### config.mk
export PLATFORM = sky130hd
export DESIGN_NAME = csr_file_flat
export DESIGN_NICKNAME = d
export VERILOG_FILES = /design/src/rtl/csr_file_if.sv /design/src/rtl/csr_file.sv /design/src/flat_wrapper.sv
export SDC_FILE = /design/constraint.sdc
export NUM_CORES = 1
export LEC_CHECK = 0
export ABC_AREA = 1
export CAP_MARGIN = 10
export CORE_MARGIN = 4
export CORE_UTILIZATION = 55
export CTS_BUF_LIST = sky130_fd_sc_hd__clkbuf_4 sky130_fd_sc_hd__clkbuf_8
export CTS_CLUSTER_DIAMETER = 50
export CTS_CLUSTER_SIZE = 10
export DETAILED_ROUTE_END_ITERATION = 8
export GPL_ROUTABILITY_DRIVEN = 1
export PLACE_DENSITY_LB_ADDON = 0.25
export RECOVER_POWER = 25
export SLEW_MARGIN = 20
export SYNTH_ARGS = -nofsm -noshare
export SYNTH_HDL_FRONTEND = slang
export SYNTH_SLANG_ARGS = --single-unit
### constraint.sdc
create_clock -name clk -period 20.4 [get_ports clk]
set_input_delay 4.08 -clock clk [delete_from_list [all_inputs] [get_ports clk]]
set_output_delay 4.08 -clock clk [all_outputs]
set_load 0.01 [all_outputs]
### src/rtl/csr_file_if.sv
// Bus between the CSR update stage / PC logic and the machine-mode CSR file.
// The master side drives the CSR access and trap/mret events; the slave side is the CSR file.
interface csr_file_if;
    logic [11:0] csr_addr_i;
    logic [31:0] csr_rd_data_o;
    logic        csr_wr_en_i;
    logic [31:0] csr_wr_data_i;
    logic        illegal_o;
    logic        instret_i;
    logic        trap_i;
    logic [31:0] trap_cause_i;
    logic [31:0] trap_pc_i;
    logic        mret_i;
    logic [31:0] trap_vector_o;
    logic [31:0] mepc_o;
    logic        mie_bit_o;

    modport master (
        output csr_addr_i, csr_wr_en_i, csr_wr_data_i, instret_i,
               trap_i, trap_cause_i, trap_pc_i, mret_i,
        input  csr_rd_data_o, illegal_o, trap_vector_o, mepc_o, mie_bit_o
    );

    modport slave (
        input  csr_addr_i, csr_wr_en_i, csr_wr_data_i, instret_i,
               trap_i, trap_cause_i, trap_pc_i, mret_i,
        output csr_rd_data_o, illegal_o, trap_vector_o, mepc_o, mie_bit_o
    );
endinterface

### src/rtl/csr_file.sv
// Machine-mode CSR file for an RV32IM hart: status, trap CSRs, 64-bit cycle/instret
// counters, trap entry/mret sequencing and trap vector generation.
module csr_file #(
    parameter logic [31:0] HART_ID     = 32'h0000_0000,
    parameter logic [31:0] MTVEC_RESET = 32'h0000_0000,
    parameter logic [31:0] MISA_VALUE  = 32'h4000_1100
) (
    input  logic      clk,
    input  logic      reset,
    csr_file_if.slave bus
);
    logic        r_mie;
    logic        r_mpie;
    logic [31:0] r_mtvec;
    logic [31:0] r_mscratch;
    logic [31:0] r_mepc;
    logic [31:0] r_mcause;
    logic [63:0] r_mcycle;
    logic [63:0] r_minstret;

    logic [31:0] w_mstatus;
    logic [31:0] w_rd_data;
    logic        w_addr_valid;
    logic        w_illegal;
    logic        w_wr_ok;
    logic [31:0] w_base;
    logic [31:0] w_trap_vector;

    assign w_mstatus = {19'd0, 2'b11, 3'd0, r_mpie, 3'd0, r_mie, 3'd0};

    // Read mux and address decode
    always_comb begin
        w_rd_data    = 32'd0;
        w_addr_valid = 1'b1;
        case (bus.csr_addr_i)
            12'h300:          w_rd_data = w_mstatus;
            12'h301:          w_rd_data = MISA_VALUE;
            12'h305:          w_rd_data = r_mtvec;
            12'h340:          w_rd_data = r_mscratch;
            12'h341:          w_rd_data = r_mepc;
            12'h342:          w_rd_data = r_mcause;
            12'hB00, 12'hC00: w_rd_data = r_mcycle[31:0];
            12'hB80, 12'hC80: w_rd_data = r_mcycle[63:32];
            12'hB02, 12'hC02: w_rd_data = r_minstret[31:0];
            12'hB82, 12'hC82: w_rd_data = r_minstret[63:32];
            12'hF14:          w_rd_data = HART_ID;
            default: begin
                w_rd_data    = 32'd0;
                w_addr_valid = 1'b0;
            end
        endcase
    end

    assign w_illegal = ~w_addr_valid | (bus.csr_wr_en_i & (bus.csr_addr_i[11:10] == 2'b11));
    // Trap and mret take the edge; a coincident CSR write is dropped
    assign w_wr_ok   = bus.csr_wr_en_i & ~w_illegal & ~bus.trap_i & ~bus.mret_i;

    // Interrupt causes jump to base + 4*cause only in vectored mode
    always_comb begin
        w_base = {r_mtvec[31:2], 2'b00};
        if (r_mtvec[0] && bus.trap_cause_i[31]) begin
            w_trap_vector = w_base + {25'd0, bus.trap_cause_i[4:0], 2'b00};
        end else begin
            w_trap_vector = w_base;
        end
    end

    // Trap entry, mret and CSR writes to status/trap registers
    always_ff @(posedge clk or posedge reset) begin
        if (reset) begin
            r_mie      <= 1'b0;
            r_mpie     <= 1'b0;
            r_mtvec    <= MTVEC_RESET;
            r_mscratch <= 32'd0;
            r_mepc     <= 32'd0;
            r_mcause   <= 32'd0;
        end else if (bus.trap_i) begin
            r_mepc   <= bus.trap_pc_i & 32'hFFFF_FFFC;
            r_mcause <= bus.trap_cause_i;
            r_mpie   <= r_mie;
            r_mie    <= 1'b0;
        end else if (bus.mret_i) begin
            r_mie  <= r_mpie;
            r_mpie <= 1'b1;
        end else if (w_wr_ok) begin
            case (bus.csr_addr_i)
                12'h300: begin
                    r_mie  <= bus.csr_wr_data_i[3];
                    r_mpie <= bus.csr_wr_data_i[7];
                end
                12'h305: r_mtvec    <= bus.csr_wr_data_i & 32'hFFFF_FFFD;
                12'h340: r_mscratch <= bus.csr_wr_data_i;
                12'h341: r_mepc     <= bus.csr_wr_data_i & 32'hFFFF_FFFC;
                12'h342: r_mcause   <= bus.csr_wr_data_i;
                default: r_mie      <= r_mie;
            endcase
        end else begin
            r_mie <= r_mie;
        end
    end

    // mcycle: free-running, a half write replaces that half and skips this cycle's increment
    always_ff @(posedge clk or posedge reset) begin
        if (reset) begin
            r_mcycle <= 64'd0;
        end else if (w_wr_ok && bus.csr_addr_i == 12'hB00) begin
            r_mcycle[31:0] <= bus.csr_wr_data_i;
        end else if (w_wr_ok && bus.csr_addr_i == 12'hB80) begin
            r_mcycle[63:32] <= bus.csr_wr_data_i;
        end else begin
            r_mcycle <= r_mcycle + 64'd1;
        end
    end

    // minstret: counts retirements, same write override as mcycle
    always_ff @(posedge clk or posedge reset) begin
        if (reset) begin
            r_minstret <= 64'd0;
        end else if (w_wr_ok && bus.csr_addr_i == 12'hB02) begin
            r_minstret[31:0] <= bus.csr_wr_data_i;
        end else if (w_wr_ok && bus.csr_addr_i == 12'hB82) begin
            r_minstret[63:32] <= bus.csr_wr_data_i;
        end else if (bus.instret_i) begin
            r_minstret <= r_minstret + 64'd1;
        end else begin
            r_minstret <= r_minstret;
        end
    end

    assign bus.csr_rd_data_o = w_rd_data;
    assign bus.illegal_o     = w_illegal;
    assign bus.trap_vector_o = w_trap_vector;
    assign bus.mepc_o        = r_mepc;
    assign bus.mie_bit_o     = r_mie;
endmodule

### src/flat_wrapper.sv
// flat-port wrapper written by rule: the top's interface ports become plain ports
module csr_file_flat 
#(
    parameter logic [31:0] HART_ID     = 32'h0000_0000,
    parameter logic [31:0] MTVEC_RESET = 32'h0000_0000,
    parameter logic [31:0] MISA_VALUE  = 32'h4000_1100
)
  (clk, reset, bus_csr_addr_i, bus_csr_wr_en_i, bus_csr_wr_data_i, bus_instret_i, bus_trap_i, bus_trap_cause_i, bus_trap_pc_i, bus_mret_i, bus_csr_rd_data_o, bus_illegal_o, bus_trap_vector_o, bus_mepc_o, bus_mie_bit_o);
  csr_file_if bus_i ();
  input  logic clk;
  input  logic reset;
  input wire logic [$bits(bus_i.csr_addr_i)-1:0] bus_csr_addr_i;
  input wire logic [$bits(bus_i.csr_wr_en_i)-1:0] bus_csr_wr_en_i;
  input wire logic [$bits(bus_i.csr_wr_data_i)-1:0] bus_csr_wr_data_i;
  input wire logic [$bits(bus_i.instret_i)-1:0] bus_instret_i;
  input wire logic [$bits(bus_i.trap_i)-1:0] bus_trap_i;
  input wire logic [$bits(bus_i.trap_cause_i)-1:0] bus_trap_cause_i;
  input wire logic [$bits(bus_i.trap_pc_i)-1:0] bus_trap_pc_i;
  input wire logic [$bits(bus_i.mret_i)-1:0] bus_mret_i;
  output wire logic [$bits(bus_i.csr_rd_data_o)-1:0] bus_csr_rd_data_o;
  output wire logic [$bits(bus_i.illegal_o)-1:0] bus_illegal_o;
  output wire logic [$bits(bus_i.trap_vector_o)-1:0] bus_trap_vector_o;
  output wire logic [$bits(bus_i.mepc_o)-1:0] bus_mepc_o;
  output wire logic [$bits(bus_i.mie_bit_o)-1:0] bus_mie_bit_o;
  assign bus_i.csr_addr_i = bus_csr_addr_i;
  assign bus_i.csr_wr_en_i = bus_csr_wr_en_i;
  assign bus_i.csr_wr_data_i = bus_csr_wr_data_i;
  assign bus_i.instret_i = bus_instret_i;
  assign bus_i.trap_i = bus_trap_i;
  assign bus_i.trap_cause_i = bus_trap_cause_i;
  assign bus_i.trap_pc_i = bus_trap_pc_i;
  assign bus_i.mret_i = bus_mret_i;
  assign bus_csr_rd_data_o = bus_i.csr_rd_data_o;
  assign bus_illegal_o = bus_i.illegal_o;
  assign bus_trap_vector_o = bus_i.trap_vector_o;
  assign bus_mepc_o = bus_i.mepc_o;
  assign bus_mie_bit_o = bus_i.mie_bit_o;
  csr_file #(.HART_ID(HART_ID), .MTVEC_RESET(MTVEC_RESET), .MISA_VALUE(MISA_VALUE)) u_core (.clk(clk), .reset(reset), .bus(bus_i));
endmodule
==> results.cfg, run 1 <==
[status]
outcome = complete, but fails checks
violations = capacitance limit, slew limit

[pwr]
p_per_area_mw_per_mm2 = 57.20
ir_worst_vdd_mv = 0.05957
p_leak_nw = 9.656
totalPowerFinal_mw = 1.195

[timing]
slew_headroom_pct = -258.1
fmax_mhz = 83.08
period_needed_ns = 12.04
fin_crit_sh_pct = 59.00
drv_slew = 188
final.setup_skew_ns = 0.04065
finalHoldViolCount = 0
tightest_slew_ns = 5.371
finalSetupViolCount = 0
rsz0062_at_grt = no
final.setup.tns_ns = 0

[global_routing]
grt_pass1_vias = 19583
grt_pass1_wl_um = 122400
antenna_found_initial = 4
grt_max_degree = 112
grt_usage_pct = 45.70
overflow = 0

[cells_and_area]
syn_to_final_growth_pct = 16.86
fin_util_pct = 65.69
fillCellCount = 2845
layout.nets = 2966
drive_above_1_share_pct = 4.011

[setup_path]
cp_num_buf_inv = 4
worstSetupPathType = input pin to output pin
cp-end-kind = output pin
cp_cell_sequence = clkdlybuf4s50_1 > inv_1 > nand2_1 > nor2_1 > nand2_1 > nor2_4 > inv_1 > o21ai_0 > a221oi_1 > nand3_1 > clkdlybuf4s50_1
crit_fanout = 20
worstPathArrival_ns = 7.96
worstPathRequired_ns = 16.32
max_stage_delay_ns = 0.70
start_kind = input pin
cp_slowest_cell = o21ai_0
crit_family = buffers and inverters

[clocking]
cts_tree = built
cts_resized = 0
clockRootBuffer = clkbuf_8
cts_sinks = 255
cts_setup_buffers = 0
cts.htree.levels = 2
postCtsHoldBufs = 0
clock_path_buffers = 3
clock_latency_ns = 0.60
cts_buffers = 39
clk_pin_slew_worst_paths_ns = 0.06

[die]
die_w_um = 188.3
die_y_um = 188.3
num_rows = 65
start_util_pct = 56.21
core_sq_mm = 0.03180
io_pins = 212
dieArea_sq_mm = 0.03545

[min_path]
hp-class = register to register

[synth]
ys_types = 43
synth_seq_cells = 255
async_reset_ff_share_pct = 100.0
syn_area_sq_mm = 0.01787
synthFlopType = dfrtp_1
synth_enable_flop_cells = 0
netlist_instances = 2697
synth-seq-area-share_pct = 35.70
yosys_warnings = 0
synth.avg_cell_area_sq_um = 6.628

[flow_run]
maxCapViolCount = 2

[detailed_routing]
vias = 20948
finalWirelength_um = 83120
first_pass_iters = 8
ant_nets = 0
wire_per_inst_um = 25.15
drtIter0Drc = 3347
post-route-drc-count = 0
avgViaCountPerCell = 6.338

[placement]
io_buffers = 205
hpwl_um = 61760
gp_congestion = 1.048
-- cells in the mapped netlist (2+ instances only) --
cell	n	area share (%)
nand2_1	1031	22
nand3_1	276	7.7
dfrtp_1	255	36
nor2_1	238	5.0
inv_1	212	4.5
nand4_1	104	3.6
xor2_1	99	4.9
o21ai_0	95	2.7
clkbuf_1	53	1.1
nor3_1	46	1.3
a221oi_1	45	2.2
xnor2_1	44	2.2
buf_2	39	1.1
o21ai_1	25	0.70
buf_4	24	1.0
a22oi_1	19	0.80
nor4_1	11	0.39
a22o_1	10	0.49
buf_1	10	0.21
nor2_2	8	0.28
a21oi_1	7	0.20
ha_1	7	0.49
nand2_2	4	0.14
nor2_4	4	0.25
o22ai_1	4	0.14
nand3b_1	3	0.13
o211ai_1	3	0.13
a32o_1	2	0.11
and2_1	2	0.070
inv_2	2	0.042
nor3b_1	2	0.084
o2111ai_1	2	0.098
-- routing by layer --
layer | up-vias | part of all wire [%] | global-route usage (%)
li1 | 9061 | - | -
met5 | - | 0.025 | 0
met3 | 429 | 15 | 13.58
met1 | 9683 | 34 | 57.82
met2 | 1771 | 42 | 67.60
met4 | 4 | 9.1 | 30.89
-- cell usage in the layout, fill, tap and decap left out, types with 4 or more instances in the layout --
cell,instances
conb_1,4
a22oi_1,19
nor4_1,11
nor2_1,237
nor2_2,9
o21ai_1,25
bufinv_16,4
xor2_1,99
clkbuf_8,42
a21oi_1,7
clkdlybuf4s50_1,172
inv_6,4
clkinv_2,5
xnor2_1,44
nand3_1,276
nor2_4,4
dlygate4sd3_1,32
clkbuf_4,4
inv_1,210
a22o_1,10
nor3_1,46
dfrtp_1,255
o22ai_1,4
a221oi_1,45
nand4_1,104
ha_1,7
buf_4,23
nand2_1,1031
o21ai_0,95
-- flip-flops by register name, indices dropped and copies added (netlist names) --
signal and flops:
u_core.r_mcycle 64, u_core.r_mpie 1, u_core.r_mtvec 31, u_core.r_mscratch 32, u_core.r_mcause 32, u_core.r_minstret 64
u_core.bus.mie_bit_o 1, u_core.bus.mepc_o 30
-- final cells by class --
cell class / instances / area (sq um) / share of cell area (%)
inverters: 215 / 810.8 / 3.881
well taps: 435 / 544.3 / 2.606
clock buffers: 46 / 608.1 / 2.911
clock inverters: 18 / 222.7 / 1.066
repair buffers: 229 / 2223 / 10.64
multi-input cells: 2104 / 10090 / 48.31
diodes: 3 / 7.507 / 0.03594
flip-flops and latches: 255 / 6381 / 30.55
-- worst reg2reg max path, delay by kind of cell, from the launching register on --
family                   cells  cell delay [ns]
AND/OR/NAND/NOR              8             1.57
flip-flops                   1             0.52
adder cells (fa/ha/maj)      1             0.36
buffers and inverters        2             0.19
XOR/XNOR                     1             0.17
AO/OA/AOI/OAI                1             0.06
-- worst paths after layout --
path | from | to | slack, ns | cells after the start
hold / removal | u_core.r_mscratch[9]$_DFFE_PP0P_ | u_core.r_mscratch[9]$_DFFE_PP0P_ | 0.49 | 2
max in group asynchronous | reset | u_core.r_minstret[51]$_DFFE_PP0P_ | 9.09 | 4
min in group asynchronous | reset | u_core.r_mcycle[9]$_DFFE_PP0P_ | 5.53 | 2
hold reg to reg | u_core.r_mscratch[9]$_DFFE_PP0P_ | u_core.r_mscratch[9]$_DFFE_PP0P_ | 0.49 | 2
setup reg to reg | u_core.r_minstret[1]$_DFFE_PP0P_ | u_core.r_minstret[44]$_DFFE_PP0P_ | 17.43 | 13
setup / recovery | bus_csr_addr_i[6] | bus_csr_rd_data_o[7] | 8.36 | 11
-- logic make-up (layout without fill, tap and decap cells) --
logic type	after synthesis	after routing	synth area share (%)
simple gates	1735	1735	41.06
flops	255	255	35.70
xor+xnor	143	143	7.007
buf+inv	341	508	7.952
compound gates	214	214	7.658
fa+ha+maj	8	8	0.6020
other cells	1	7	0.02098
-- power breakdown --
| group | internal [mW] | switching, mW | leakage, nW | total [mW] |
|---|---|---|---|---|
| registers | 0.528 | 0.0338 | 3.43 | 0.562 |
| clock network | 0.253 | 0.230 | 0.425 | 0.483 |
| logic | 0.0547 | 0.0955 | 5.80 | 0.150 |
| total | 0.835 | 0.360 | 9.66 | 1.19 |
-- stage by stage --
| step | hold WS (ns) | instance area (sq um) | instances | setup WS, ns |
|---|---|---|---|---|
| floorplan | 0.4533 | 17890 | 2700 | 9.307 |
| global placement | 0.4661 | 20060 | 3238 | 8.671 |
| detailed placement | 0.4746 | 20060 | 3238 | 8.674 |
| CTS | 0.4918 | 20890 | 3302 | 8.664 |
| global route | 0.5069 | 20880 | 3302 | 7.858 |
| finish | 0.4904 | 20890 | 3305 | 8.363 |
No activity file was read; power rests on OpenSTA's default activity.
==> inputs of run 2 (changes only) <==
Clock period 20.4 ns to 11.3 ns, I/O delays scaled along.
==> run 2 against run 1 <==
Count of clock-buffer cells in the layout rose by 1; critical endpoint unchanged; power rose by 87%; clock skew fell by 0.017 ns; critical path type unchanged; die area did not move; worst hold slack improved by 0.0018 ns; sequential cell count did not move; global-route usage fell by 0.29 points; cell count rose by 0.15%; utilization rose by 0.34 points; routed wire length fell by 0.28%; critical path depth fell by 1; the run still ends with capacitance limit, slew limit left.
==> results.cfg, run 2 (synthesized netlist as in run 1, its figures left out) <==
[die]
die_y_um = 188.3
num_rows = 65
die_w_um = 188.3
io_pins = 212
start_util_pct = 56.21
core_sq_mm = 0.03180
dieArea_sq_mm = 0.03545

[cells_and_area]
final_area_sq_mm = 0.02100
reg.largest.list = u_core.r_mcycle (64), u_core.r_minstret (64)
fillCellCount = 2846
fin_util_pct = 66.03
layout_commonest_cell = nand2_1
layout.nets = 2968
mostFrequentLayoutCells = 1030 x nand2_1, 276 x nand3_1, 255 x dfrtp_1
syn_to_final_growth_pct = 17.47
drive_above_1_share_pct = 4.181

[setup_path]
max_stage_delay_ns = 0.59
start_kind = input pin
worstSetupPathType = input pin to output pin
cp_cell_sequence = clkdlybuf4s50_1 > nand2_1 > nor2_2 > nor2_2 > nor2_4 > inv_1 > o21ai_0 > a221oi_1 > nand3_1 > clkdlybuf4s50_1
cp-end-kind = output pin
crit_fanout = 20
crit_family = buffers and inverters
cp_slowest_cell = clkdlybuf4s50_1
worstPathRequired_ns = 9.04
cp_num_buf_inv = 3
worstPathArrival_ns = 5.90

[pwr]
p_per_area_mw_per_mm2 = 106.6
ir_worst_vdd_mv = 0.09168
p_leak_nw = 9.678

[placement]
place_ws_ns = 3.406
hpwl_um = 61050
gp_congestion = 1.100
io_buffers = 205
placed_cell_area_sq_mm = 0.02007

[status]
violations = capacitance limit, slew limit
outcome = complete, but fails checks

[detailed_routing]
vias = 20846
ant_nets = 0
drtIter0Drc = 3273
finalWirelength_um = 82880
wire_per_inst_um = 25.04
first_pass_iters = 6
avgViaCountPerCell = 6.298
post-route-drc-count = 0

[global_routing]
grt_max_degree = 125
grt_usage_pct = 45.41
use_met2_pct = 65.75
gr-max-usage-layer = met2
overflow = 0
antenna_found_initial = 4
met3_usage_pct = 12.88
met1_usage_pct = 57.46
grt_pass1_vias = 19746
grt_pass1_wl_um = 121900

[timing]
final.setup_skew_ns = 0.02336
period_needed_ns = 8.157
finalHoldViolCount = 0
final.setup.tns_ns = 0
rsz0062_at_grt = no
tightest_slew_ns = 6.010
fmax_mhz = 122.6
slew_headroom_pct = -300.7
drv_slew = 125
finalSetupViolCount = 0
setup_ws_ns = 3.143
fin_crit_sh_pct = 72.18

[flow_run]
maxCapViolCount = 1

[clocking]
cts_setup_buffers = 0
clock_path_buffers = 3
cts_resized = 0
cts_sinks = 255
clockRootBuffer = clkbuf_8
clock_latency_ns = 0.60
postCtsHoldBufs = 0
cts.htree.levels = 2
cts_tree = built
clk_pin_slew_worst_paths_ns = 0.07
cts_buffers = 39

[min_path]
hp-class = register to register
run 2: cell type report:
cell class / instances / area (sq um) / share of cell area (%)
clock buffers: 47 / 621.8 / 2.962
inverters: 215 / 810.8 / 3.861
diodes: 5 / 12.51 / 0.05959
clock inverters: 18 / 291.5 / 1.388
flip-flops and latches: 255 / 6381 / 30.39
repair buffers: 231 / 2242 / 10.68
well taps: 435 / 544.3 / 2.592
multi-input cells: 2104 / 10090 / 48.07
run 2: worst paths after layout:
kind	from	endpoint	slack, ns	cells past startpoint
max in group asynchronous	reset	u_core.r_mcycle[32]$_DFFE_PP0N_	4.39	3
worst min-delay path	u_core.r_mscratch[6]$_DFFE_PP0P_	u_core.r_mscratch[6]$_DFFE_PP0P_	0.49	2
worst min register to register	u_core.r_mscratch[6]$_DFFE_PP0P_	u_core.r_mscratch[6]$_DFFE_PP0P_	0.49	2
worst max register to register	u_core.r_minstret[1]$_DFFE_PP0P_	u_core.r_minstret[52]$_DFFE_PP0P_	8.36	13
min in group asynchronous	reset	u_core.bus.mepc_o[9]$_DFFE_PP0P_	3.94	2
worst max-delay path	bus_csr_addr_i[11]	bus_csr_rd_data_o[7]	3.14	10
run 2: stage by stage:
stage | power, mW | hold slack (ns) | std cells
5_1_grt | 2.293 | 0.5161 | 3305
2_1_floorplan | 1.138 | 0.4533 | 2700
4_1_cts | 2.225 | 0.4924 | 3305
6_report | 2.239 | 0.4922 | 3310
3_3_place_gp | 1.283 | 0.4654 | 3240
3_5_place_dp | 1.289 | 0.4755 | 3240
run 2: worst reg2reg max path, stage by stage (launching register included):
cell     delay [ns]
dfrtp_1        0.44
ha_1           0.33
nand3_1        0.21
inv_1          0.12
nand2_1        0.10
nor2_1         0.29
nand3_1        0.32
nor2_2         0.39
nand4_1        0.14
and2_1         0.18
nand2_1        0.05
o21ai_0        0.09
nand2_1        0.09
nand2_1        0.06
run 2: power by group:
group / internal [mW] / total (mW) / switching [mW]
clock network: 0.530 / 0.955 / 0.424
logic: 0.102 / 0.276 / 0.174
registers: 0.953 / 1.01 / 0.0552
total: 1.59 / 2.24 / 0.653
run 2: layer usage:
layer | up-vias | wire (um)
met5 | - | 13
met4 | 2 | 8260
met3 | 410 | 11680
met2 | 1693 | 33510
met1 | 9674 | 29420
li1 | 9067 | -
